**config.mk**
```make
export PLATFORM = sky130hd
export DESIGN_NAME = om_dcr_write_arbiter
export DESIGN_NICKNAME = d
export VERILOG_FILES = /design/src/rtl/om_dcr_write_arbiter.sv
export SDC_FILE = /design/constraint.sdc
export NUM_CORES = 1
export LEC_CHECK = 0
export CAP_MARGIN = 20
export CORE_MARGIN = 2
export CORE_UTILIZATION = 25
export DETAILED_ROUTE_END_ITERATION = 8
export PLACE_DENSITY = 0.59
export SYNTH_ARGS = -nofsm -noshare
export SYNTH_HDL_FRONTEND = slang
export SYNTH_SLANG_ARGS = --single-unit
```
**constraint.sdc**
```tcl
create_clock -name clk -period 4.97 [get_ports clk]
set_input_delay 0.497 -clock clk [delete_from_list [all_inputs] [get_ports clk]]
set_output_delay 0.497 -clock clk [all_outputs]
set_load 0.005 [all_outputs]
```
**src/rtl/om_dcr_write_arbiter.sv**
```systemverilog
// Purpose: round-robin arbiter sharing the OM DCR write bus between NUM_REQS sources, with locked multi-beat bursts.
// Latency: one cycle from an accepted beat (req_ready high) to dcr_write_valid; one write per cycle sustained.
// Backpressure: req_ready is combinational; withheld from all sources while om_busy or reset, and from non-owners while locked.
module om_dcr_write_arbiter #(
    parameter  int NUM_REQS  = 4,
    parameter  int ADDR_BITS = 12,
    parameter  int DATA_BITS = 32,
    localparam int IDX_BITS  = (NUM_REQS > 1) ? $clog2(NUM_REQS) : 1
) (
    input  logic                          clk,
    input  logic                          reset,
    input  logic [NUM_REQS-1:0]           req_valid,
    input  logic [NUM_REQS*ADDR_BITS-1:0] req_addr,
    input  logic [NUM_REQS*DATA_BITS-1:0] req_data,
    input  logic [NUM_REQS-1:0]           req_last,
    output logic [NUM_REQS-1:0]           req_ready,
    input  logic                          om_busy,
    output logic                          dcr_write_valid,
    output logic [ADDR_BITS-1:0]          dcr_write_addr,
    output logic [DATA_BITS-1:0]          dcr_write_data,
    output logic [IDX_BITS-1:0]           grant_idx,
    output logic                          locked
);

    typedef enum logic {
        IDLE   = 1'b0,
        LOCKED = 1'b1
    } state_t;

    localparam logic [IDX_BITS:0] NUM_W = (IDX_BITS + 1)'(NUM_REQS);

    state_t                              state_q, state_d;
    logic [IDX_BITS-1:0]                 owner_q, owner_d;
    logic [IDX_BITS-1:0]                 rr_ptr_q, rr_ptr_d;
    logic [IDX_BITS-1:0]                 win_idx;
    logic [IDX_BITS-1:0]                 sel_idx;
    logic [IDX_BITS:0]                   scan_pos;
    logic                                win_found;
    logic                                accept;
    logic [NUM_REQS-1:0][ADDR_BITS-1:0]  addr_arr;
    logic [NUM_REQS-1:0][DATA_BITS-1:0]  data_arr;

    assign addr_arr = req_addr;
    assign data_arr = req_data;

    // Next round-robin position after source i, wrapping at NUM_REQS.
    function automatic logic [IDX_BITS-1:0] wrap_inc(input logic [IDX_BITS-1:0] i);
        logic [IDX_BITS:0] s;
        s = {1'b0, i} + (IDX_BITS + 1)'(1);
        if (s >= NUM_W) begin
            s = '0;
        end
        return s[IDX_BITS-1:0];
    endfunction

    // First valid source scanning upward from rr_ptr, modulo NUM_REQS.
    always_comb begin
        win_found = 1'b0;
        win_idx   = '0;
        scan_pos  = '0;
        for (int k = 0; k < NUM_REQS; k++) begin
            scan_pos = {1'b0, rr_ptr_q} + (IDX_BITS + 1)'(k);
            if (scan_pos >= NUM_W) begin
                scan_pos = scan_pos - NUM_W;
            end
            if (!win_found && req_valid[scan_pos[IDX_BITS-1:0]]) begin
                win_found = 1'b1;
                win_idx   = scan_pos[IDX_BITS-1:0];
            end
        end
    end

    // Grant selection, lock entry/exit and round-robin pointer update.
    always_comb begin
        state_d   = state_q;
        owner_d   = owner_q;
        rr_ptr_d  = rr_ptr_q;
        req_ready = '0;
        sel_idx   = owner_q;
        if (!reset && !om_busy) begin
            case (state_q)
                IDLE: begin
                    if (win_found) begin
                        sel_idx            = win_idx;
                        req_ready[win_idx] = 1'b1;
                        if (req_last[win_idx]) begin
                            rr_ptr_d = wrap_inc(win_idx);
                        end else begin
                            state_d = LOCKED;
                            owner_d = win_idx;
                        end
                    end
                end
                LOCKED: begin
                    // Owner may pause mid-burst; the lock is held until its last beat.
                    if (req_valid[owner_q]) begin
                        req_ready[owner_q] = 1'b1;
                        if (req_last[owner_q]) begin
                            state_d  = IDLE;
                            rr_ptr_d = wrap_inc(owner_q);
                        end
                    end
                end
                default: begin
                    state_d = IDLE;
                end
            endcase
        end
    end

    assign accept = |req_ready;
    assign locked = (state_q == LOCKED);

    // Arbitration state registers.
    always_ff @(posedge clk) begin
        if (reset) begin
            state_q  <= IDLE;
            owner_q  <= '0;
            rr_ptr_q <= '0;
        end else begin
            state_q  <= state_d;
            owner_q  <= owner_d;
            rr_ptr_q <= rr_ptr_d;
        end
    end

    // Output stage: register the accepted beat; addr/data/grant hold when idle.
    always_ff @(posedge clk) begin
        if (reset) begin
            dcr_write_valid <= 1'b0;
            dcr_write_addr  <= '0;
            dcr_write_data  <= '0;
            grant_idx       <= '0;
        end else begin
            dcr_write_valid <= accept;
            if (accept) begin
                dcr_write_addr <= addr_arr[sel_idx];
                dcr_write_data <= data_arr[sel_idx];
                grant_idx      <= sel_idx;
            end
        end
    end

    // Sources must hold a pending request unchanged until it is accepted.
    for (genvar i = 0; i < NUM_REQS; i++) begin : g_hold_chk
        a_req_stable: assert property (@(posedge clk) disable iff (reset)
            (req_valid[i] && !req_ready[i]) |=>
                (req_valid[i] && $stable(addr_arr[i]) && $stable(data_arr[i]) && $stable(req_last[i])));
    end

endmodule

```
Word-level counts from Yosys, hierarchy flattened
Index checks and enable logic that the tools add are counted.
Word-level totals
  logic and storage cells: 104
  bits of input ports: 187
  register bits: 52
Cells by class
  bitwise logic cells: 2
  magnitude comparators: 15
  $add $sub $neg: 9
  equality and inequality tests: 4
  reduce and logical (&&, ||, !) cells: 14
  muxes and demuxes: 53
Operators by type and width (number)
  binary-select mux 32 bit (select 2 bit): 1
  2-to-1 mux 2 bit: 17
  2-to-1 mux 32 bit: 1
  binary-select mux 12 bit (select 2 bit): 1
  less-than comparator 2 x 3 -> 1 bit, second input constant: 7
  2-to-1 mux 1 bit: 17
  >= comparator 3 bit, second input constant: 5
  binary-select mux 1 bit (select 2 bit): 7
  2-to-1 mux 12 bit: 1
  2-to-1 mux 4 bit: 3
  adder 2 x 1 -> 3 bit, second input constant: 3
  one-hot mux 4 bit (2 select lines): 1
  subtractor 2 x 1 -> 2 bit, second input constant: 4
  adder 2 x 2 -> 3 bit, second input constant: 2
  logical AND 1 bit: 6
  logical NOT 1 bit: 5
  AND reduction 5 bit: 1
  demux 1 bit (select 2 bit): 2
  >= comparator 2 x 1 -> 1 bit, second input constant: 2
  != test 2 x 1 -> 1 bit, second input constant: 2
  != test 2 bit, second input constant: 2
  one-hot mux 2 bit (2 select lines): 1
  AND reduction 4 bit: 1
  OR reduction 4 bit: 1
  3 further kinds: 4

Logic depth before layout (Yosys ltp)
Gate-level depths: netlist of run 1.
  depth in word-level cells: 22
  gate-level depth with buffers: 12

Worst setup path before layout of run 1
OpenSTA, ideal clock, no wires.
  kind: input port to flip-flop
  start point: input port req_valid[2]
  end point: register grant_idx[0]
  data required time: 4.844 ns
  arrival: 2.375 ns
  path slack: 2.469 ns
  cell stages on the path: 11
  library setup time: 0.126 ns
  cells stage by stage: nor2b_1 > a311oi_1 > or2_2 > buf_2 > inv_1 > ha_1 > a31oi_1 > and4_1 > buf_2 > clkbuf_2 > o21ai_0
Between the ends
  cells in the longest elaborated chain, start to end: 20
  elaborated cells between the ends (all ways): 37
  classes of those cells: order compare: 2; mux: 27; reduce/logical: 8
Ends and longest elaborated chain
  from (decl): RTL line 12  | input logic [NUM_REQS-1:0] req_valid,
  binary-select mux 1 bit (select 2 bit): RTL line 66  | if (!win_found && req_valid[scan_pos[IDX_BITS-1:0]]) begin
  2-to-1 mux 1 bit (implied by the code): RTL line 66
  2-to-1 mux 1 bit: RTL line 66
  logical NOT 1 bit: RTL line 66
  logical AND 1 bit: RTL line 66
  2-to-1 mux 1 bit: RTL line 66
  logical NOT 1 bit: RTL line 66
  logical AND 1 bit: RTL line 66
  [4 not listed]
  via win_idx[1]: RTL line 35  | logic [IDX_BITS-1:0] win_idx;
  less-than comparator 2 x 3 -> 1 bit (implied by the code) or >= comparator 2 x 1 -> 1 bit (tied branches): RTL line 85  | req_ready[win_idx] = 1'b1;
  logical AND 1 bit (implied by the code): RTL line 85
  2-to-1 mux 1 bit (implied by the code): RTL line 85
  demux 1 bit (select 2 bit) *: RTL line 85
  2-to-1 mux 4 bit *: RTL line 83  | if (win_found) begin
  one-hot mux 4 bit (2 select lines) *: RTL line 81  | case (state_q)
  2-to-1 mux 4 bit *: RTL line 80  | if (!reset && !om_busy) begin
  OR reduction 4 bit *: RTL line 111  | assign accept = |req_ready;
  to (signal assigned): RTL line 139  | grant_idx <= sel_idx;
  to (decl): RTL line 21  | output logic [IDX_BITS-1:0] grant_idx,
The timed path passes the listed nets; every way through them passes the cells marked *. The select of a mux whose other input is x is not followed.
A chain may end at the register's enable or synchronous reset.

Worst setup path in the final report of run 1
  start point: input port req_valid[0]
  end point: register dcr_write_data[14]
Between the ends
  cells in the longest elaborated chain, start to end: 20
  elaborated cells between the ends (all ways): 39
  classes of those cells: order compare: 2; mux: 29; reduce/logical: 8
Ends and longest elaborated chain
  binary-select mux 1 bit (select 2 bit): RTL line 66
  2-to-1 mux 1 bit (implied by the code): RTL line 66
  2-to-1 mux 1 bit: RTL line 66
  logical NOT 1 bit: RTL line 66
  logical AND 1 bit: RTL line 66
  2-to-1 mux 1 bit: RTL line 66
  logical NOT 1 bit: RTL line 66
  logical AND 1 bit: RTL line 66
  [4 not listed]
  via win_idx[1]: RTL line 35
  less-than comparator 2 x 3 -> 1 bit (implied by the code) or >= comparator 2 x 1 -> 1 bit (tied branches): RTL line 85
  logical AND 1 bit (implied by the code): RTL line 85
  2-to-1 mux 1 bit (implied by the code): RTL line 85
  demux 1 bit (select 2 bit): RTL line 85
  2-to-1 mux 4 bit: RTL line 83
  one-hot mux 4 bit (2 select lines): RTL line 81
  2-to-1 mux 4 bit: RTL line 80
  OR reduction 4 bit: RTL line 111
  to (signal assigned): RTL line 138  | dcr_write_data <= data_arr[sel_idx];
  to (decl): RTL line 20  | output logic [DATA_BITS-1:0] dcr_write_data,
Marked as above.

==> impl_results.md, run 1 <==
* Overflow after GRT at 0
* Ys Warns at 0
* Dpl hpwl at 9630 um
* Row count at 45
* GRT Resource Usage Total at 14.6%
* Clock Latency Late Sink at 0.29 ns
* Die Width at 127 um
* Hold Startpoint: dcr_write_data[25]
* Final period util at 73.3%
* Slew @ Worst Pin at 0.824 ns
* Critical path required time at 5.20 ns
* Layout cells sized above 1 at 12.3%
* DR vias at 3666
* Setup WS post-layout at 1.33 ns
* Max Clk Rate at 0.275 GHz
* Die height at 127 um
* First-pass GRT wire length at 19200 um
* Critical Path Source Type: input port
* Port Buffers at 238
* Worst hold path depth at 2
* Worst Path Buf+Inv at 3
* Avg Inst Size Synth at 9.88 sq um
* Drt pass-1 iters at 4
* CTS Root Cell: clkbuf_16
* Ant diodes at 0
* Cells after Synth at 385
* Longest Clk Path Bufs at 2
* Worst hold endpoint: dcr_write_data[25]
* Post-synth top area share at 27.4%
* WL per Instance at 15.7 um
* CTS tree: done
* DR iter-0 viols at 119
* Max Cap Viol at 0
* CTS resizes at 0
* Area Growth Syn to Fin at 69.2%
* Worst r2r src: rr_ptr_q[1]
* Post-place setup slack at 1.03 ns
* I/O pins at 239
* Setup Skew at 0.00711 ns
* Synth area leader: dfxtp_1
* Drc violations at 0
* Sequential fraction of the synthesis area at 27.4%
* Vias in the first global route at 3724
* GPL Wtd Cong at 0.796
* Relative slew slack at 45.0%
* Crit-path slowest cell: and4_4
* Class of the worst hold path: flip-flop to flip-flop
* Core footprint at 15000 sq um
* Area of the die at 16200 sq um
* Initial antenna violation count at 0
* Outcome: completed
* Clock sink count at 52
* Nets at 797
* CTS HTree Levels at 2
* Unrepaired setup endpoints after global routing: false
* R2R cell count at 10
* Post-CTS Setup Bufs at 0
* Post-CTS Hold Buffers at 0
* CTS buffer count at 5
* Worst-path fanout max at 81
* Main synth FF type: dfxtp_1
* Ranking of synthesized cells by area: dfxtp_1 27%, mux2i_1 25%, mux2_2 13%, nand3b_1 9.1%, o21ai_0 3.2%
* Vias/cell at 4.63
* Slew Limit Fails at 0
* Flops & latches, synth at 52
* Post-synthesis net count at 580
* Fin Setup TNS at 0 ns
* Kind of end point of the critical path: flip-flop
* Leak at 2.28 nW
* R2r endpoint: dcr_write_data[14]
* Clk pin slew, worst setup/hold paths at 0.07 ns
* Crit path cell chain: clkdlybuf4s50_1 -> nand2_1 -> a311oi_1 -> or2_2 -> inv_1 -> ha_1 -> a31oi_1 -> and4_4 -> buf_4 -> nand3b_1 -> o21ai_1
* Library cells used by synthesis at 36
* Async set or reset register ratio after synthesis at 0%
* Post-synth EDFFs at 0
* Most frequent cells in the layout: 237 x clkdlybuf4s50_1, 94 x mux2i_1, 52 x dfxtp_1
* Largest net degree at the start of global routing at 82
* Routed Antenna Nets at 0
* Netlist Area Pre-Place at 3800 sq um
* Crit path DAT at 3.87 ns
* Final WL at 12400 um
* Delay-heaviest family, CP: simple AND/OR/NAND/NOR gates
* Max VDD drop at 0.000162 V
* Most common cell after layout, fill and taps aside: clkdlybuf4s50_1
* Flop-to-flop setup slack at 1.69 ns
* Kind of critical path: input port to flip-flop
* Starting Density at 25.3%
* Final setup fails at 0
* Hold Violations, Final at 0
* Power per cell area at 271 nW/um^2
* Crit path largest cell delay at 0.78 ns
* Min Tclk post-route at 3.64 ns
-- where the power goes --
| group | total [mW] | switching [mW] | internal, mW |
|---|---|---|---|
| Sequential | 0.569 | 0.0577 | 0.512 |
| Clock | 0.404 | 0.164 | 0.240 |
| Combinational | 0.768 | 0.296 | 0.472 |
-- cells in the mapped netlist (2+ instances only) --
| library cell | count |
|---|---|
| nor2_1 | 8 |
| dfxtp_1 | 52 |
| clkbuf_2 | 2 |
| nor3b_1 | 2 |
| mux4_2 | 2 |
| ha_1 | 8 |
| nand2b_1 | 5 |
| or3_1 | 2 |
| nand2_1 | 5 |
| mux2i_1 | 94 |
| clkbuf_1 | 9 |
| nor2b_1 | 2 |
| and4_1 | 5 |
| o21ai_1 | 15 |
| mux2_2 | 45 |
| a31oi_1 | 4 |
| a21oi_1 | 3 |
| nand3b_1 | 46 |
| buf_6 | 7 |
| a211oi_1 | 2 |
| buf_2 | 11 |
| o31ai_1 | 2 |
| o21ai_2 | 9 |
| inv_1 | 10 |
| o21ai_0 | 24 |
-- tightest hold or removal path, stage by stage, from the launching register on --
cell and delay, ns:
dfxtp_1 0.31, nand3b_1 0.07, o21ai_1 0.06
-- cell type report --
| cell class | count | area (sq um) |
|---|---|---|
| clock buffers | 5 | 125 |
| repair buffers | 242 | 2420 |
| well taps | 188 | 235 |
| clock inverters | 3 | 47.5 |
| inverters | 10 | 37.5 |
| multi-input cells | 291 | 2530 |
| flip-flops and latches | 52 | 1040 |
| fillers | 1471 | 8600 |
-- registers in the layout, summed over array words and instances (netlist names) --
signal           count
locked               1
grant_idx            2
dcr_write_addr      12
dcr_write_valid      1
owner_q              2
dcr_write_data      32
rr_ptr_q             2
-- cells by family (layout without fill, tap and decap cells) --
family | after synthesis | count (layout) | synth area share, %
mux | 141 | 141 | 39.2
simple gates | 80 | 80 | 14.3
compound gates | 62 | 62 | 9.70
flops | 52 | 52 | 27.4
buf+inv | 42 | 260 | 6.77
fa+ha+maj | 8 | 8 | 2.63
-- metal layers --
layer	vias to the layer above	share of wire, %	GRT usage, %
met5	-	0	0
met4	0	0.80	2.71
met3	7	8.4	4.15
met2	143	50	26.8
met1	1669	41	17.1
li1	1847	-	-
-- how the worst max path moves through the flow --
stage                 startpoint                 end  slack [ns]  cells after the start
floorplan           req_valid[2]        grant_idx[0]        2.47                     11
global placement    req_valid[0]  dcr_write_data[10]        1.22                     11
detailed placement  req_valid[0]  dcr_write_data[14]        1.03                     11
CTS                 req_valid[0]   dcr_write_data[7]        1.34                     11
global route        req_valid[0]  dcr_write_data[14]        1.01                     11
finish              req_valid[0]  dcr_write_data[14]        1.33                     11
-- per-stage QoR --
| step | total power [mW] | hold WS [ns] | utilization (%) | cells | cell area, sq um |
|---|---|---|---|---|---|
| floorplan | 0.952 | 0.469 | - | 385 | 3800 |
| global placement | 1.35 | 0.464 | 41.7 | 783 | 6260 |
| detailed placement | 1.36 | 0.470 | 41.7 | 783 | 6260 |
| CTS | 1.77 | 0.483 | 42.8 | 791 | 6440 |
| global route | 1.85 | 0.497 | 42.8 | 791 | 6440 |
| finish | 1.74 | 0.481 | 42.8 | 791 | 6440 |
No activity file was read; power rests on OpenSTA's default activity.
==> inputs of run 2 (changes only) <==
PLACE_DENSITY = 0.62   (was 0.59)
clock period = 3.1 ns   (was 4.97 ns; I/O delays follow)
==> run 2 against run 1 <==
Combinational power rose by 68%. Worst setup slack got worse by 1.1 ns. Die area did not move. Sequential cell count did not move. Power rose by 59%. Cell count rose by 1.1%. Hold slack got worse by 0.047 ns.
==> impl_results.md, run 2 (same netlist as run 1, synthesis figures left out) <==
* Layout cells sized above 1 at 13.6% (+1.3 points)
* CP Depth at 9 (-2)
* Regs by FF count: dcr_write_data x32, dcr_write_addr x12
* Drc violations at 0 (unchanged)
* Finished Cell Area at 6530 sq um (+1.5%)
* Fill cells at 1463 (-0.54%)
* Nets at 806 (+1.1%)
* Ant diodes at 0 (unchanged)
* I/O pins at 239 (unchanged)
* Most frequent cells in the layout: 237 x clkdlybuf4s50_1, 94 x mux2i_1, 52 x dfxtp_1
* Kind of end point of the critical path: output port
* Critical Path Source Type: input port
* Clock Latency Late Sink at 0.29 ns (about the same)
* Post-CTS Hold Buffers at 0 (unchanged)
* Unrepaired setup endpoints after global routing: false
* Largest net degree at the start of global routing at 44 (-46%)
* Sequential share of power at 33.0% (+0.3 points)
* Post-DP Area at 6380 sq um (+1.9%)
* Hold Violations, Final at 0 (unchanged)
* Crit path cell chain: clkdlybuf4s50_1 -> nand2b_1 -> a21oi_1 -> or3_1 -> inv_1 -> ha_1 -> a31oi_1 -> inv_1 -> clkdlybuf4s50_1
* Max Clk Rate at 0.344 GHz
* Worst-path fanout max at 7 (-91%)
* CTS HTree Levels at 2 (unchanged)
* Max Cap Viol at 0 (unchanged)
* Fin Setup TNS at 0 ns (unchanged)
* Max reg flops at 32 (unchanged)
* GRT Resource Usage Total at 14.9% (+0.26 points)
* Worst Path Buf+Inv at 4 (+1)
* Most common cell after layout, fill and taps aside: clkdlybuf4s50_1
* Relative slew slack at 57.4% (+12 points)
* Crit path largest cell delay at 0.51 ns (-0.27 ns)
* GRT busiest layer: met2
* Max VDD drop at 0.000234 V (+45%)
* Flop-to-flop setup slack at 0.58 ns (-1.11 ns)
* Int Pwr at 1.94 mW (+58%)
* R2r endpoint: dcr_write_addr[8]
* Row count at 45 (unchanged)
* Most flops, register: dcr_write_data
* Met3 Usage GRT at 4.82% (+0.67 points)
* Area of the die at 16200 sq um (unchanged)
* Crit path DAT at 2.60 ns (-1.27 ns)
* Longest Clk Path Bufs at 2 (unchanged)
* Slew Limit Fails at 0 (unchanged)
* Post-CTS Setup Bufs at 0 (unchanged)
* GPL Wtd Cong at 0.880 (+11%)
* Switching pwr at 0.829 mW (+60%)
* Slew @ Worst Pin at 0.632 ns (-0.192 ns)
* Drt pass-1 iters at 4 (unchanged)
* DR vias at 3732 (+1.8%)
* Class of the worst hold path: input port to flip-flop
* Hold slack at 0.434 ns (-0.0472 ns)
* Met1 global-route usage at 16.9% (-0.15 points)
* Gate power share at 46.5% (+2.4 points)
* Worst r2r src: owner_q[0]
* Die Width at 127 um (unchanged)
* Sw frac at 30.0% (+0.25 points)
* CTS resizes at 0 (unchanged)
* Setup crit end: req_ready[1]
* Clk pin slew, worst setup/hold paths at 0.07 ns (about the same)
* Initial antenna violation count at 0 (unchanged)
* R2R cell count at 7 (-3)
* Final WL at 12600 um (+2.0%)
* Dpl hpwl at 10200 um (+6.3%)
* Core footprint at 15000 sq um (unchanged)
* Vias/cell at 4.67 (+0.66%)
* DR iter-0 viols at 85 (-29%)
* Clock sink count at 52 (unchanged)
* Final setup fails at 0 (unchanged)
* WL per Instance at 15.8 um (+0.90%)
* Min Tclk post-route at 2.91 ns
* Vias in the first global route at 3804 (+2.1%)
* Fin util at 43.4% (+0.62 points)
* Delay-heaviest family, CP: buffers and inverters
* Met2 usage at 26.9% (+0.13 points)
* Leak at 2.33 nW (+2.4%)
* Routed Antenna Nets at 0 (unchanged)
* Setup crit start: req_valid[2]
* Clock power share at 20.5% (-2.7 points)
* Setup Skew at 0.00786 ns (+0.000751 ns)
* Crit-path slowest cell: clkdlybuf4s50_1
* Starting Density at 25.3% (unchanged)
* Final period util at 93.7%
* Power per cell area at 423 nW/um^2 (+56%)
* Die height at 127 um (unchanged)
* Critical path required time at 2.79 ns (-2.41 ns)
* Outcome: completed
* CTS buffer count at 5 (unchanged)
* CTS tree: done
* CTS Root Cell: clkbuf_16
* First-pass GRT wire length at 19600 um (+1.9%)
* Kind of critical path: input port to output port
* Area Growth Syn to Fin at 71.6%
* Overflow after GRT at 0 (unchanged)
* Port Buffers at 238 (unchanged)
-- run 2: cell count changes in the layout (fill, tap and decap cells not counted), sizes merged --
| cell | before | now |
|---|---|---|
| buf | 5 | 14 |
| clkbuf | 5 | 6 |
| bufinv | 1 | 0 |
-- run 2: final cells by class --
cell class / count / area [sq um] / area share [%]
multi-input cells: 291 / 2530 / 38.7
inverters: 10 / 37.5 / 0.575
clock buffers: 6 / 139 / 2.13
well taps: 188 / 235 / 3.60
repair buffers: 251 / 2540 / 38.9
clock inverters: 2 / 10.0 / 0.153
flip-flops and latches: 52 / 1040 / 15.9
-- run 2: per-layer routing --
metal / share of wire, % / wire length [um] / up-vias
met5: 0 / 0 / -
met4: 1.6 / 204 / 0
met3: 8.4 / 1070 / 18
met2: 50 / 6300 / 145
met1: 40 / 5060 / 1702
li1: - / - / 1867
-- run 2: power by group through the flow --
stage / Sequential (mW) / Clock (mW) / Combinational, mW
global route: 0.934 / 0.623 / 1.40
global placement: 0.921 / 0 / 1.28
detailed placement: 0.927 / 0 / 1.30
floorplan: 0.923 / 0 / 0.603
finish: 0.911 / 0.567 / 1.29
CTS: 0.913 / 0.591 / 1.31
-- run 2: worst min path at each step --
stage / start / to / slack [ns] / depth (start not counted)
4_1_cts: reset / locked / 0.43 / 2
6_report: reset / locked / 0.43 / 2
3_5_place_dp: dcr_write_data[24] / dcr_write_data[24] / 0.47 / 2
5_1_grt: reset / locked / 0.48 / 2
2_1_floorplan: dcr_write_data[18] / dcr_write_data[18] / 0.47 / 2
3_3_place_gp: dcr_write_data[16] / dcr_write_data[16] / 0.46 / 2
-- run 2: stage by stage --
step	power [mW]	std cells	worst slack [ns]
finish	2.76	800	0.195
global route	2.95	800	0.0476
CTS	2.81	800	0.171
detailed placement	2.23	792	0.163
global placement	2.20	792	0.243
floorplan	1.53	385	0.748
-- run 2: worst reg2reg max path, stage by stage, from the launching register on --
cell and delay, ns:
dfxtp_1 0.52, mux4_2 0.63, and4_1 0.23, a31oi_1 0.22, and4_4 0.43, buf_12 0.22
nand3b_1 0.10, o21ai_0 0.10
==> inputs of run 3 (changes only) <==
PLACE_DENSITY = 0.59   (was 0.62)
clock period = 2.7 ns   (was 3.1 ns; I/O delays follow)
==> run 3 against run 2 <==
Worst setup slack got worse by 0.099 ns. Cell count increased by 2.0%. Wire length increased by 3.7%. Highest routed layer unchanged. Critical path type unchanged.
==> impl_results.md, run 3 (same netlist as run 1, synthesis figures left out) <==
* Outcome: completed
* Nets at 822 (+2.0%)
* Final period util at 96.5%
* Crit path largest cell delay at 0.59 ns (+0.08 ns)
* Drc violations at 0 (unchanged)
* Drt pass-1 iters at 4 (unchanged)
* Largest net degree at the start of global routing at 53 (+20%)
* DR vias at 3801 (+1.8%)
* Regs by FF count: dcr_write_data x32, dcr_write_addr x12
* Longest Clk Path Bufs at 2 (unchanged)
* Power per cell area at 485 nW/um^2 (+15%)
* Starting Density at 25.3% (unchanged)
* Final setup fails at 0 (unchanged)
* Worst path most repeated cell: clkdlybuf4s50_1
* Clock sink count at 52 (unchanged)
* Ant diodes at 0 (unchanged)
* GPL Wtd Cong at 0.831 (-5.6%)
* Row count at 45 (unchanged)
* Vias/cell at 4.66 (-0.15%)
* Die Width at 127 um (unchanged)
* Slew Limit Fails at 0 (unchanged)
* Final WL at 13100 um (+3.7%)
* Delay-heaviest family, CP: buffers and inverters
* CTS Root Cell: clkbuf_16
* Worst-path fanout max at 6 (-1)
* Port Buffers at 238 (unchanged)
* Critical Path Source Type: input port
* First-pass GRT wire length at 20000 um (+2.0%)
* Unrepaired setup endpoints after global routing: false
* WL per Instance at 16.1 um (+1.7%)
* I/O pins at 239 (unchanged)
* Hold Violations, Final at 0 (unchanged)
* Dpl hpwl at 10500 um (+2.5%)
* Kind of end point of the critical path: output port
* Setup WS post-layout at 0.0956 ns (-0.0992 ns)
* CTS buffer count at 5 (unchanged)
* Area of the die at 16200 sq um (unchanged)
* Min Tclk post-route at 2.60 ns
* Max Clk Rate at 0.384 GHz
* Max VDD drop at 0.000298 V (+27%)
* Crit path DAT at 2.33 ns (-0.27 ns)
* Core footprint at 15000 sq um (unchanged)
* Relative slew slack at 62.2% (+4.7 points)
* Slew @ Worst Pin at 0.562 ns (-0.0703 ns)
* Most common cell after layout, fill and taps aside: clkdlybuf4s50_1
* Setup Skew at 0.00664 ns (-0.00122 ns)
* Max reg flops at 32 (unchanged)
* Critical path required time at 2.43 ns (-0.36 ns)
* Vias in the first global route at 3977 (+4.5%)
* Clk pin slew, worst setup/hold paths at 0.07 ns (about the same)
* Crit path cell chain: clkdlybuf4s50_1 -> a21oi_1 -> or3_4 -> inv_2 -> ha_1 -> a31oi_2 -> inv_1 -> clkdlybuf4s50_1
* CTS tree: done
* Initial antenna violation count at 0 (unchanged)
* Clock Latency Late Sink at 0.30 ns (about the same)
* Fill cells at 1454 (-0.62%)
* Area Growth Syn to Fin at 76.7%
* GRT Resource Usage Total at 15.5% (+0.61 points)
* Die height at 127 um (unchanged)
* Max Cap Viol at 0 (unchanged)
* Post-place setup slack at -0.0736 ns (-0.237 ns)
* Leak at 2.45 nW (+4.7%)
* Kind of critical path: input port to output port
* Worst Path Buf+Inv at 4 (unchanged)
* CTS HTree Levels at 2 (unchanged)
* Layout cells sized above 1 at 16.7% (+3.2 points)
* Overflow after GRT at 0 (unchanged)
* Most frequent cells in the layout: 235 x clkdlybuf4s50_1, 94 x mux2i_1, 51 x dfxtp_1
* Class of the worst hold path: input port to flip-flop
* Post-CTS Hold Buffers at 0 (unchanged)
* Power, Total at 3.26 mW (+18%)
* Routed Antenna Nets at 0 (unchanged)
* Crit-path slowest cell: clkdlybuf4s50_1
* DR iter-0 viols at 96 (+13%)
* Most flops, register: dcr_write_data
run 3: report_power, final:
part	switching, mW	internal, mW	total, mW
clock	0.294	0.371	0.665
sequential	0.0988	0.942	1.04
combinational	0.586	0.968	1.55
run 3: metal layers:
metal | vias to the layer above | share of wire (%) | GRT usage, %
met1 | 1737 | 40 | 17.2
met2 | 159 | 50 | 28.7
li1 | 1893 | - | -
met5 | - | 0 | 0
met4 | 0 | 1.3 | 4.14
met3 | 12 | 8.5 | 4.69
run 3: cell type report:
class                   count  area, sq um  area share [%]
inverters                  10         37.5           0.558
well taps                 188          235            3.50
multi-input cells         291         2560            38.1
repair buffers            267         2700            40.2
clock buffers               8          146            2.18
flip-flops and latches     52         1040            15.5
run 3: per-stage QoR:
step	util (%)	TNS [ns]	hold WS, ns	instance area (sq um)	std cells
after floorplan	-	0	0.469	3800	385
after global placement	43.5	0	0.459	6540	808
after detailed placement	43.5	-0.781	0.465	6540	808
after CTS	44.5	0	0.425	6700	816
after global routing	44.7	0	0.475	6720	816
final	44.7	0	0.436	6720	816
run 3: worst paths after layout:
| path | start | end | slack [ns] | depth (start not counted) |
|---|---|---|---|---|
| min reg2reg | dcr_write_data[19] | dcr_write_data[19] | 0.47 | 2 |
| max | req_valid[3] | req_ready[3] | 0.1 | 8 |
| min | reset | grant_idx[1] | 0.44 | 3 |
| max reg2reg | locked | dcr_write_data[6] | 0.48 | 8 |
run 3: what timing repair did:
| item | 4_1_cts | 5_1_grt |
|---|---|---|
| setup endpoints to repair | 2 | 4 |
| buffers inserted | 0 | 0 |
| gates resized for setup | 2 | 8 |
| gates cloned | 0 | 0 |
run 3: worst register-to-register path: cells and delay by family, from the launching register on:
family / cells / cell delay [ns]
and+or+nand+nor: 2 / 0.49
muxes: 2 / 0.43
buffers and inverters: 2 / 0.42
DFF: 1 / 0.42
AOI/OAI and AO/OA: 2 / 0.36
